## src/rtl/rng_pkg.sv

```systemverilog
// Shared timing constants for the Mersenne-Twister rng and its consumers,
// plus the prefetcher FSM state type.
package rng_pkg;

  localparam int unsigned N            = 624;
  localparam int unsigned BOOT_CYCLES  = 1248;
  localparam int unsigned TWIST_CYCLES = 624;
  localparam int unsigned RNG_LAT      = 5;

  localparam int unsigned WAIT_W = $clog2(BOOT_CYCLES + 1);
  localparam int unsigned LAT_W  = $clog2(RNG_LAT + 1);
  localparam int unsigned BLK_W  = $clog2(N);

  typedef enum logic [1:0] {
    StBoot,
    StIdle,
    StLat,
    StTwist
  } pf_state_e;

endpackage

```

## src/rtl/sync_fifo.sv

```systemverilog
// Small synchronous FIFO with occupancy output; head reads as zero while empty.
module sync_fifo #(
  parameter int unsigned WIDTH    = 32,
  parameter int unsigned DEPTH    = 4,
  parameter int unsigned LG_DEPTH = 2
) (
  input  logic                clk,
  input  logic                rst_n,
  input  logic                push_i,
  input  logic [WIDTH-1:0]    push_data_i,
  input  logic                pop_i,
  output logic [WIDTH-1:0]    head_o,
  output logic                valid_o,
  output logic [LG_DEPTH:0]   level_o
);

  logic [WIDTH-1:0]    mem_q [DEPTH];
  logic [LG_DEPTH-1:0] wr_ptr_q, rd_ptr_q;
  logic [LG_DEPTH:0]   level_q;
  logic                do_push, do_pop;

  assign do_pop  = pop_i && (level_q != '0);
  assign do_push = push_i && (level_q != DEPTH[LG_DEPTH:0]);

  always_ff @(posedge clk) begin
    if (!rst_n) begin
      wr_ptr_q <= '0;
      rd_ptr_q <= '0;
      level_q  <= '0;
    end else begin
      if (do_push) wr_ptr_q <= wr_ptr_q + LG_DEPTH'(1);
      if (do_pop)  rd_ptr_q <= rd_ptr_q + LG_DEPTH'(1);
      if (do_push && !do_pop) begin
        level_q <= level_q + (LG_DEPTH + 1)'(1);
      end else if (do_pop && !do_push) begin
        level_q <= level_q - (LG_DEPTH + 1)'(1);
      end
    end
  end

  always_ff @(posedge clk) begin
    if (do_push) mem_q[wr_ptr_q] <= push_data_i;
  end

  assign head_o  = (level_q == '0) ? '0 : mem_q[rd_ptr_q];
  assign valid_o = (level_q != '0);
  assign level_o = level_q;

endmodule

```

## src/rtl/rng_prefetch.sv

```systemverilog
// Paces request pulses to the handshake-less MT rng (boot, latency, re-twist),
// buffers fresh words in a FIFO and serves them with a range-scaled view.
module rng_prefetch
  import rng_pkg::*;
#(
  parameter int unsigned DEPTH    = 4,
  parameter int unsigned LG_DEPTH = 2
) (
  input  logic                clk,
  input  logic                rst_n,
  input  logic [31:0]         rng_random,
  output logic                rng_new_number,
  input  logic [15:0]         range,
  input  logic                rd_ready,
  output logic                rd_valid,
  output logic [31:0]         rd_raw,
  output logic [15:0]         rd_data,
  output logic [LG_DEPTH:0]   level
);

  pf_state_e         state_q, state_d;
  logic [WAIT_W-1:0] wait_q, wait_d;
  logic [LAT_W-1:0]  lat_q, lat_d;
  logic [BLK_W-1:0]  blk_q, blk_d;
  logic              new_q, new_d;
  logic              push, pop, enter_idle, free_nxt;
  logic [LG_DEPTH:0] level_nxt;

  assign pop = rd_valid && rd_ready;

  // Occupancy as it will be next cycle, so the registered pulse lands in the IDLE cycle.
  always_comb begin
    level_nxt = level;
    if (push && !pop) begin
      level_nxt = level + (LG_DEPTH + 1)'(1);
    end else if (pop && !push) begin
      level_nxt = level - (LG_DEPTH + 1)'(1);
    end
    free_nxt = (level_nxt < DEPTH[LG_DEPTH:0]);
  end

  always_comb begin
    state_d    = state_q;
    wait_d     = wait_q;
    lat_d      = lat_q;
    blk_d      = blk_q;
    push       = 1'b0;
    enter_idle = 1'b0;
    unique case (state_q)
      StBoot: begin
        wait_d = wait_q - WAIT_W'(1);
        if (wait_q == WAIT_W'(1)) enter_idle = 1'b1;
      end
      StIdle: begin
        if (new_q) begin
          state_d = StLat;
          lat_d   = LAT_W'(RNG_LAT - 1);
        end else begin
          enter_idle = 1'b1;
        end
      end
      StLat: begin
        if (lat_q == '0) begin
          push = 1'b1;
          if (blk_q == BLK_W'(N - 1)) begin
            blk_d   = '0;
            state_d = StTwist;
            wait_d  = WAIT_W'(TWIST_CYCLES - 1);
          end else begin
            blk_d      = blk_q + BLK_W'(1);
            enter_idle = 1'b1;
          end
        end else begin
          lat_d = lat_q - LAT_W'(1);
        end
      end
      StTwist: begin
        if (wait_q == '0) begin
          enter_idle = 1'b1;
        end else begin
          wait_d = wait_q - WAIT_W'(1);
        end
      end
    endcase
    if (enter_idle) state_d = StIdle;
    new_d = enter_idle && free_nxt;
  end

  always_ff @(posedge clk) begin
    if (!rst_n) begin
      state_q <= StBoot;
      wait_q  <= WAIT_W'(BOOT_CYCLES);
      lat_q   <= '0;
      blk_q   <= '0;
      new_q   <= 1'b0;
    end else begin
      state_q <= state_d;
      wait_q  <= wait_d;
      lat_q   <= lat_d;
      blk_q   <= blk_d;
      new_q   <= new_d;
    end
  end

  assign rng_new_number = new_q;

  sync_fifo #(
    .WIDTH    (32),
    .DEPTH    (DEPTH),
    .LG_DEPTH (LG_DEPTH)
  ) u_fifo (
    .clk         (clk),
    .rst_n       (rst_n),
    .push_i      (push),
    .push_data_i (rng_random),
    .pop_i       (rd_ready),
    .head_o      (rd_raw),
    .valid_o     (rd_valid),
    .level_o     (level)
  );

  assign rd_data = 16'((32'(rd_raw[31:16]) * 32'(range)) >> 16);

endmodule

```

## config.mk

```make
export PLATFORM = sky130hd
export DESIGN_NAME = rng_prefetch
export DESIGN_NICKNAME = d
export VERILOG_FILES = /design/src/rtl/rng_pkg.sv /design/src/rtl/sync_fifo.sv /design/src/rtl/rng_prefetch.sv
export SDC_FILE = /design/constraint.sdc
export NUM_CORES = 1
export LEC_CHECK = 0
export BUFFER_PORTS_ARGS = -buffer_cell sky130_fd_sc_hd__buf_2
export CORE_ASPECT_RATIO = 1.1
export CORE_MARGIN = 2
export CORE_UTILIZATION = 45
export CTS_CLUSTER_DIAMETER = 120
export CTS_CLUSTER_SIZE = 28
export DETAILED_ROUTE_END_ITERATION = 8
export GPL_TIMING_DRIVEN = 0
export HOLD_SLACK_MARGIN = 0.03
export SLEW_MARGIN = 0
export SYNTH_ARGS = -nofsm -noshare
export SYNTH_HDL_FRONTEND = slang
export SYNTH_SLANG_ARGS = --single-unit
```

## constraint.sdc

```tcl
create_clock -name clk -period 9.5 [get_ports clk]
set_clock_uncertainty 0.2 [all_clocks]
set_input_delay 0.95 -clock clk [delete_from_list [all_inputs] [get_ports clk]]
set_output_delay 0.95 -clock clk [all_outputs]
set_load 0.005 [all_outputs]
```

==> impl_metrics.env, run 1 <==
export IMPL_drt_first_iter_violations=619
export IMPL_final_period_utilization=0.9596
export IMPL_antenna_found_initial=4
export IMPL_crit_arrival_ns=7.97
export IMPL_timing_max_cap_violations=0
export IMPL_status="finished, final reports clean"
export IMPL_synth_seq_cells=164
export IMPL_fin_ws_ns=0.3834
export IMPL_cp_slowest_stage_delay_ns=0.62
export IMPL_required_ns=8.35
export IMPL_r2r_end="u_fifo.mem_q[3][28]"
export IMPL_cp_num_buf_inv=6
export IMPL_core_rowCount=70
export IMPL_async_flop_share=0
export IMPL_holdCritPathClass="flip-flop to flip-flop"
export IMPL_drc=0
export IMPL_die_w_um=178.2
export IMPL_die_area_um2=34870
export IMPL_grt_pass1_vias=10969
export IMPL_finalSetupViolations=0
export IMPL_path_clk_slew_ns=0.07
export IMPL_io_buffer_count=103
export IMPL_cts_tree="yes"
export IMPL_regArea_um2=4564
export IMPL_synthesis_instances=1367
export IMPL_cp_endpoint="rd_data[10]"
export IMPL_wl_per_cell_um=19.40
export IMPL_synth_cell_types=60
export IMPL_place_congestion=0.9073
export IMPL_path_class="flip-flop to primary output"
export IMPL_slowest_stage="and2_1"
export IMPL_finalHoldWorstSlack_ns=0.3091
export IMPL_cp_cell_sequence="inv_1 > ha_1 > nand2b_1 > clkbuf_2 > and2_1 > nand2_1 > fa_1 > fa_1 > fa_1 > inv_1 > fa_1 > fa_1 > inv_1 > fa_1 > inv_1 > ha_1 > nand2_1 > nor2_1 > nand3b_1 > o211ai_4 > a21oi_2 > o21a_1 > o311ai_0 > buf_2"
export IMPL_grt_overflow=0
export IMPL_period_needed_ns=9.117
export IMPL_timing_rr_start="lat_q[0]"
export IMPL_critPathMaxFanout=10
export IMPL_fillers=3040
export IMPL_cts_hold_fix_buffers=0
export IMPL_min_delay_start="blk_q[3]"
export IMPL_cp_depth=24
export IMPL_wl_um=37540
export IMPL_multi_input_area_um2=9369
export IMPL_path_delay_family="adder cells"
export IMPL_ctsHtreeMaxLevel=4
export IMPL_maxSlewHeadroom=0.3850
export IMPL_avgSynthCellArea_um2=10.99
export IMPL_clockBufferDepth=2
export IMPL_worst_slew_pin_slew_ns=0.9226
export IMPL_clock_sinks=164
export IMPL_dr_pass1_iters=5
export IMPL_clock_latency_ns=0.42
export IMPL_drive_above_1_share=0.1352
export IMPL_ant_nets=0
export IMPL_synth_top_flop_cell="edfxtp_1"
export IMPL_grt_max_degree=33
export IMPL_hpwlAfterDp_um=29050
export IMPL_vias=10418
export IMPL_cts_made_buffers=17
export IMPL_syn_nets=1725
export IMPL_grt_usage=0.2254
export IMPL_yosysWarningCount=0
export IMPL_grt_pass1_wl_um=59640
export IMPL_initial_core_util=0.4538
export IMPL_ios=104
export IMPL_crit_top_cell="fa_1"
export IMPL_core_area_um2=33110
export IMPL_dpl_worst_slack_ns=0.2687
export IMPL_clockRootBuffer="clkbuf_16"
export IMPL_hold_viol=0
export IMPL_die_y_um=195.6
export IMPL_drv_slew=0
export IMPL_startpoint="u_fifo.level_o[0]"
export IMPL_end_kind="primary output"
export IMPL_synth_edf_count=128
export IMPL_syn_to_final_growth_pct=11.26
export IMPL_reg2reg_setup_slack_ns=6.52
export IMPL_fin_nets=1847
export IMPL_start_kind="flip-flop"
export IMPL_ff2ff_path_depth=6
export IMPL_fmax_mhz=109.7
export IMPL_synth_area_um2=15020
export IMPL_seq_area_frac_synth=0.3038
export IMPL_via_per_inst=5.384
Yosys cell counts, drive strengths merged, types with 17 or more instances:
cell type  number  area, µm²
and2           47      294.0
a21oi          29      148.9
fa            193       3864
ha            114       1426
mux4           32      720.7
inv           224      840.8
xnor2          22      192.7
edfxtp        128       3844
dfxtp          36      720.7
clkbuf         58      217.7
o21ai          20      103.9
nor2           27      101.4
nand2         164      615.6
and3          128      800.8
xor2           17      148.9
worst min path at each step:
stage / to / cells after the start
after floorplan: wait_q[5] / 2
after global placement: wait_q[5] / 2
after detailed placement: wait_q[5] / 2
after CTS: blk_q[3] / 2
after global routing: wait_q[5] / 2
final: blk_q[3] / 2
per-stage QoR:
stage | utilization | instance area [µm²] | instances | setup TNS (ns)
2_1_floorplan | - | 15020 | 1367 | 0
3_3_place_gp | 0.4857 | 16080 | 1902 | 0
3_5_place_dp | 0.4859 | 16090 | 1902 | 0
4_1_cts | 0.5043 | 16700 | 1933 | 0
5_1_grt | 0.5048 | 16710 | 1934 | -0.001389
6_report | 0.5049 | 16720 | 1935 | 0
tightest hold or removal path: stages, from the launching register on:
cell     delay [ns]
dfxtp_1        0.34
xor2_1         0.07
nor2_1         0.07
what timing repair did:
| action | 4_1_cts | 5_1_grt |
|---|---|---|
| setup endpoints to repair | 6 | 7 |
| buffers inserted | 0 | 2 |
| hold endpoints to repair | 0 | 0 |
| gates resized for setup | 7 | 3 |
| pin swaps | 0 | 1 |
cells in the final DEF, fill, tap and decap left out, types with 32 or more instances in the layout:
master and n:
fa_1 193, buf_2 108, clkbuf_1 50, mux4_2 32, and2_1 43, dfxtp_1 36, ha_1 114, and3_1 128
edfxtp_1 128, inv_1 224, nand2_1 164
layer usage:
| layer | up-vias | track usage | part of all wire | routed length [µm] |
|---|---|---|---|---|
| li1 | 4773 | - | - | - |
| met1 | 5231 | 0.2907 | 0.41 | 15280 |
| met2 | 309 | 0.3755 | 0.50 | 18630 |
| met3 | 99 | 0.03758 | 0.053 | 1984 |
| met4 | 6 | 0.09575 | 0.042 | 1594 |
| met5 | - | 0 | 0.0012 | 44 |
registers in the layout, indices dropped and copies added (netlist names), named ones only:
register,count
u_fifo.mem_q,128
wait_q,11
blk_q,10
lat_q,3
u_fifo.level_o,3
state_q,2
u_fifo.rd_ptr_q,2
u_fifo.wr_ptr_q,2
rng_new_number,1
area by class of cell:
cell class	count	area share
Sequential cell	164	0.2731
Multi-Input combinational cell	914	0.5605
Timing Repair Buffer	105	0.03174
Antenna cell	1	0.0001497
Clock inverter	15	0.01063
Buffer	63	0.01587
Tap cell	432	0.03234
Inverter	224	0.05030
Clock buffer	17	0.02545
kinds of logic (layout without fill, tap and decap cells):
kind of cell | after synthesis | after routing | share of synthesized area
compound gates | 97 | 97 | 0.04597
xor+xnor | 39 | 39 | 0.02273
buf+inv | 289 | 424 | 0.07353
flops | 164 | 164 | 0.3038
simple gates | 436 | 436 | 0.1519
fa+ha+maj | 307 | 307 | 0.3521
other cells | 0 | 1 | 0
mux | 35 | 35 | 0.04997
Power of run 1 is not shown: default switching activity piles up to over one toggle a cycle in this logic, so the estimate is an artifact.
==> inputs of run 2 (changes only) <==
Settings changed: ABC_AREA from default to 1.
==> run 2 against run 1 <==
  * Via count is 13% higher
  * Area after synthesis up 0.71%
  * Die area is 0.69% higher
  * Flip-flop and latch count did not move
  * Fmax rose by 4.1%
  * Final cell count up 18%
  * Sequential share of layout area is 0.32 points lower
  * Worst setup slack improved by 0.36 ns
  * Utilization grew 0.46 points
==> impl_metrics.env, run 2 <==
export IMPL_die_area_um2=35110
export IMPL_dr_pass1_iters=5
export IMPL_die_y_um=196.3
export IMPL_clockRootBuffer="clkbuf_16"
export IMPL_async_flop_share=0
export IMPL_hold_viol=0
export IMPL_fin_setup_tns_ns=0
export IMPL_core_area_um2=33190
export IMPL_critPathMaxFanout=10
export IMPL_synth_edf_count=128
export IMPL_rsz0062_at_grt="no"
export IMPL_grt_pass1_wl_um=64420
export IMPL_drc=0
export IMPL_synth_area_um2=15130
export IMPL_fillers=3178
export IMPL_cts_tree="yes"
export IMPL_timing_max_cap_violations=0
export IMPL_holdCritPathClass="flip-flop to flip-flop"
export IMPL_grt_pass1_vias=12358
export IMPL_core_rowCount=70
export IMPL_cts_hold_fix_buffers=0
export IMPL_fin_nets=2188
export IMPL_place_congestion=0.9157
export IMPL_synth_cell_types=45
export IMPL_post_cts_resized=0
export IMPL_largestRegisters="u_fifo.mem_q: 128 flops, wait_q: 11 flops, blk_q: 10 flops"
export IMPL_drive_above_1_share=0.1026
export IMPL_via_per_inst=5.178
export IMPL_maxSlewHeadroom=0.5411
export IMPL_die_w_um=178.8
export IMPL_final_period_utilization=0.9221
export IMPL_seq_area_frac_synth=0.3017
export IMPL_wl_per_cell_um=17.57
export IMPL_io_buffer_count=99
export IMPL_ios=104
export IMPL_start_kind="flip-flop"
export IMPL_drt_first_iter_violations=763
export IMPL_ctsHtreeMaxLevel=4
export IMPL_end_kind="primary output"
export IMPL_period_needed_ns=8.760
export IMPL_top_register="u_fifo.mem_q"
export IMPL_synth_common_cells="308 x inv_1, 292 x nor2_1, 270 x nand2_1, 193 x fa_1, 128 x edfxtp_1"
export IMPL_synth_top_area_frac=0.2554
export IMPL_cts_setup_buffers=0
export IMPL_fmax_mhz=114.2
export IMPL_finalSetupViolations=0
export IMPL_initial_core_util=0.4558
export IMPL_layout_commonest_cell="inv_1"
export IMPL_yosys_area_top_type="fa_1"
export IMPL_reg2reg_setup_slack_ns=6.81
export IMPL_status="finished, final reports clean"
export IMPL_avgSynthCellArea_um2=8.859
export IMPL_worst_slew_pin_slew_ns=0.6883
export IMPL_wl_um=40040
export IMPL_synth_top_flop_cell="edfxtp_1"
export IMPL_crit_arrival_ns=7.61
export IMPL_antenna_found_initial=5
export IMPL_synthesis_instances=1708
export IMPL_clock_sinks=164
export IMPL_multi_input_area_um2=9160
export IMPL_yosysWarningCount=0
export IMPL_largest_reg_flops=128
export IMPL_clockBufferDepth=2
export IMPL_required_ns=8.35
export IMPL_syn_to_final_growth_pct=11.78
export IMPL_synth_area_top_cells="fa_1 26%, edfxtp_1 25%, ha_1 9.4%, inv_1 7.6%, nor2_1 7.2%"
export IMPL_synth_most_common_cell="inv_1"
export IMPL_path_clk_slew_ns=0.07
export IMPL_grt_max_degree=26
export IMPL_cts_made_buffers=17
export IMPL_hpwlAfterDp_um=31760
export IMPL_vias=11800
export IMPL_grt_usage=0.2408
export IMPL_regArea_um2=4564
export IMPL_grt_overflow=0
export IMPL_path_class="flip-flop to primary output"
export IMPL_synth_seq_cells=164
export IMPL_syn_nets=2066
export IMPL_ant_nets=0
export IMPL_clock_latency_ns=0.42
export IMPL_layout_common_cells="308 x inv_1, 288 x nor2_1, 270 x nand2_1"
export IMPL_drv_slew=0
[run 2: changes by cell type after synthesis, sizes merged, moves of 47 or more]
cell,delta
nor2,+271
and3,-127
inv,+108
nand2,+108
o21ai,+75
and2,-47
[run 2: metrics by stage]
stage,hold slack (ns),cell area [µm²],instances,util,setup WS (ns)
after detailed placement,0.2700,16300,2243,0.4910,1.245
after global routing,0.3010,16910,2277,0.5093,0.3351
final,0.2825,16910,2279,0.5095,0.7396
after CTS,0.2828,16900,2275,0.5092,0.7635
after global placement,0.2534,16170,2239,0.4870,1.242
after floorplan,0.2435,15130,1708,-,2.555
[run 2: final timing paths]
check                          start                   to  depth (start not counted)
setup / recovery           flip-flop          rd_data[13]                         26
hold / removal    u_fifo.rd_ptr_q[0]   u_fifo.rd_ptr_q[0]                          1
setup reg to reg          state_q[1]  u_fifo.mem_q[3][14]                          9
hold reg to reg   u_fifo.rd_ptr_q[0]   u_fifo.rd_ptr_q[0]                          1
[run 2: final cells by class]
| class | count | share of cell area |
|---|---|---|
| flip-flops and latches | 164 | 0.2699 |
| clock inverters | 15 | 0.01051 |
| clock buffers | 17 | 0.02515 |
| plain buffers | 45 | 0.01080 |
| inverters | 334 | 0.07413 |
| diodes | 4 | 0.0005918 |
| repair buffers | 103 | 0.03536 |
| well taps | 432 | 0.03196 |
| multi-input cells | 1165 | 0.5416 |
[run 2: cell families (layout without fill, tap and decap cells)]
group	count (synthesis)	in the layout	share of synthesized area
AOI/OAI and AO/OA	210	210	0.07657
adders and majority gates	307	307	0.3496
buffers and inverters	379	514	0.09493
other	0	4	0
DFF	164	164	0.3017
and+or+nand+nor	623	623	0.1627
xor gates and xnor gates	25	25	0.01447
[run 2: worst max-delay path: stages, from the launching register on]
cell,delay [ns]
dfxtp_1,0.47
clkbuf_1,0.47
o21ai_0,0.17
o22ai_1,0.27
nand2_1,0.34
inv_2,0.36
nand2_1,0.13
fa_1,0.55
fa_1,0.55
inv_1,0.06
fa_1,0.48
fa_1,0.51
fa_1,0.49
inv_1,0.05
fa_1,0.48
inv_1,0.04
ha_1,0.35
a21o_1,0.22
nor2_1,0.24
nor2_1,0.07
nor2_1,0.20
nor2_1,0.06
a211oi_1,0.29
nand2_1,0.09
nand2_1,0.06
nand2_1,0.05
buf_2,0.12
[run 2: metal layers]
metal  wire (µm)  global-route usage  share of wire
met4        1849              0.1072          0.046
met5          17                   0        0.00042
met2       19610              0.4110           0.49
met3        2421             0.03624          0.060
met1       16140              0.3007           0.40
Power of run 2 is left out for the same reason.
==> inputs of run 3 (changes only) <==
Settings changed: CTS_BUF_LIST from default to sky130_fd_sc_hd__clkbuf_8.
==> run 3 against run 2 <==
  * Global-route usage barely moved
  * Critical path depth did not move
  * First-iteration DRC count fell by 7.9%
  * Fmax fell by 0.48%
  * Non-clock buffer count did not move
  * Final area fell by 1.1%
  * Clock-buffer cell count did not move
  * Flip-flop and latch count did not move
  * Hold slack improved by 0.00087 ns
  * Via count barely moved
  * Sequential share of layout area rose by 0.31 points
  * Register-to-register slack barely moved
  * Largest cell class unchanged
==> impl_metrics.env, run 3 (same netlist as run 2, synthesis figures left out) <==
export IMPL_grt_max_degree=26
export IMPL_clockRootBuffer="clkbuf_8"
export IMPL_post_cts_resized=0
export IMPL_end_kind="primary output"
export IMPL_layout_common_cells="308 x inv_1, 288 x nor2_1, 270 x nand2_1"
export IMPL_ctsHtreeMaxLevel=4
export IMPL_dr_pass1_iters=6
export IMPL_finalSetupViolations=0
export IMPL_syn_to_final_growth_pct=10.53
export IMPL_required_ns=8.35
export IMPL_largest_reg_flops=128
export IMPL_grt_overflow=0
export IMPL_crit_arrival_ns=7.65
export IMPL_via_per_inst=5.179
export IMPL_slowest_stage="fa_1"
export IMPL_vias=11809
export IMPL_final_period_utilization=0.9266
export IMPL_hpwlAfterDp_um=31760
export IMPL_top_register="u_fifo.mem_q"
export IMPL_drive_above_1_share=0.1026
export IMPL_status="finished, final reports clean"
export IMPL_cts_hold_fix_buffers=0
export IMPL_cp_slowest_stage_delay_ns=0.55
export IMPL_core_area_um2=33190
export IMPL_timing_max_cap_violations=0
export IMPL_io_buffer_count=99
export IMPL_wl_per_cell_um=17.54
export IMPL_path_class="flip-flop to primary output"
export IMPL_dpl_worst_slack_ns=1.245
export IMPL_grt_pass1_vias=12377
export IMPL_core_rowCount=70
export IMPL_period_needed_ns=8.803
export IMPL_die_y_um=196.3
export IMPL_antenna_found_initial=6
export IMPL_cts_made_buffers=17
export IMPL_fmax_mhz=113.6
export IMPL_fin_ws_ns=0.6975
export IMPL_largestRegisters="u_fifo.mem_q: 128 flops, wait_q: 11 flops, blk_q: 10 flops"
export IMPL_die_area_um2=35110
export IMPL_die_w_um=178.8
export IMPL_grt_pass1_wl_um=64490
export IMPL_holdCritPathClass="flip-flop to flip-flop"
export IMPL_drv_slew=0
export IMPL_place_congestion=0.9157
export IMPL_grt_usage=0.2412
export IMPL_fillers=3198
export IMPL_ios=104
export IMPL_fin_nets=2188
export IMPL_clock_latency_ns=0.45
export IMPL_start_kind="flip-flop"
export IMPL_ant_nets=0
export IMPL_critPathMaxFanout=10
export IMPL_cts_setup_buffers=0
export IMPL_layout_commonest_cell="inv_1"
export IMPL_clock_sinks=164
export IMPL_initial_core_util=0.4558
export IMPL_crit_top_cell="fa_1"
export IMPL_cts_tree="yes"
export IMPL_path_clk_slew_ns=0.09
export IMPL_maxSlewHeadroom=0.5325
export IMPL_wl_um=39980
export IMPL_drc=0
export IMPL_cp_num_buf_inv=6
export IMPL_worst_slew_pin_slew_ns=0.7012
export IMPL_path_delay_family="adder cells"
export IMPL_hold_viol=0
export IMPL_fin_setup_tns_ns=0
export IMPL_clockBufferDepth=2
export IMPL_drt_first_iter_violations=703
export IMPL_rsz0062_at_grt="no"
==> run 3: cell count changes in the layout (fill, tap and decap cells not counted) <==
| cell | previous run | this run |
|---|---|---|
| clkbuf_16 | 17 | 0 |
| clkbuf_8 | 0 | 17 |
| diode_2 | 4 | 5 |
==> run 3: worst reg2reg max path: cells and delay by family (launching register included) <==
kind | cells | cell delay, ns
AND/OR/NAND/NOR | 3 | 0.90
buffers and inverters | 5 | 0.69
flip-flops | 1 | 0.40
AO/OA/AOI/OAI | 1 | 0.21
==> run 3: worst paths after layout <==
kind                            slack (ns)                  end                from  cells past startpoint
worst max-delay path                  0.70          rd_data[13]           flip-flop                     26
worst min-delay path                  0.28   u_fifo.rd_ptr_q[0]  u_fifo.rd_ptr_q[0]                      1
worst max register to register        6.81  u_fifo.mem_q[3][14]          state_q[1]                      9
worst min register to register        0.28   u_fifo.rd_ptr_q[0]  u_fifo.rd_ptr_q[0]                      1
==> run 3: metrics by stage <==
step	std cells	instance area (µm²)	hold slack, ns	util
after detailed placement	2243	16300	0.2700	0.4910
final	2280	16720	0.2834	0.5038
after global routing	2278	16720	0.3040	0.5037
after CTS	2275	16710	0.2869	0.5034
after global placement	2239	16170	0.2534	0.4870
after floorplan	1708	15130	0.2435	-
==> run 3: routing by layer <==
metal	global-route usage	share of wire	vias up
met5	0	0.00028	-
met2	0.4104	0.49	389
met1	0.3011	0.40	5751
met3	0.03508	0.061	80
li1	-	-	5587
met4	0.1126	0.048	2
==> run 3: cell type report <==
cell class	instances	area, µm²	area share
clock inverter	15	177.7	0.01062
timing repair buffer	103	598.1	0.03576
buffer	45	182.7	0.01092
antenna	5	12.51	0.0007482
inverter	334	1254	0.07497
sequential	164	4564	0.2729
tap	432	540.5	0.03232
clock buffer	17	234.0	0.01399
multi-input combinational	1165	9160	0.5477
Power of run 3 is left out for the same reason.
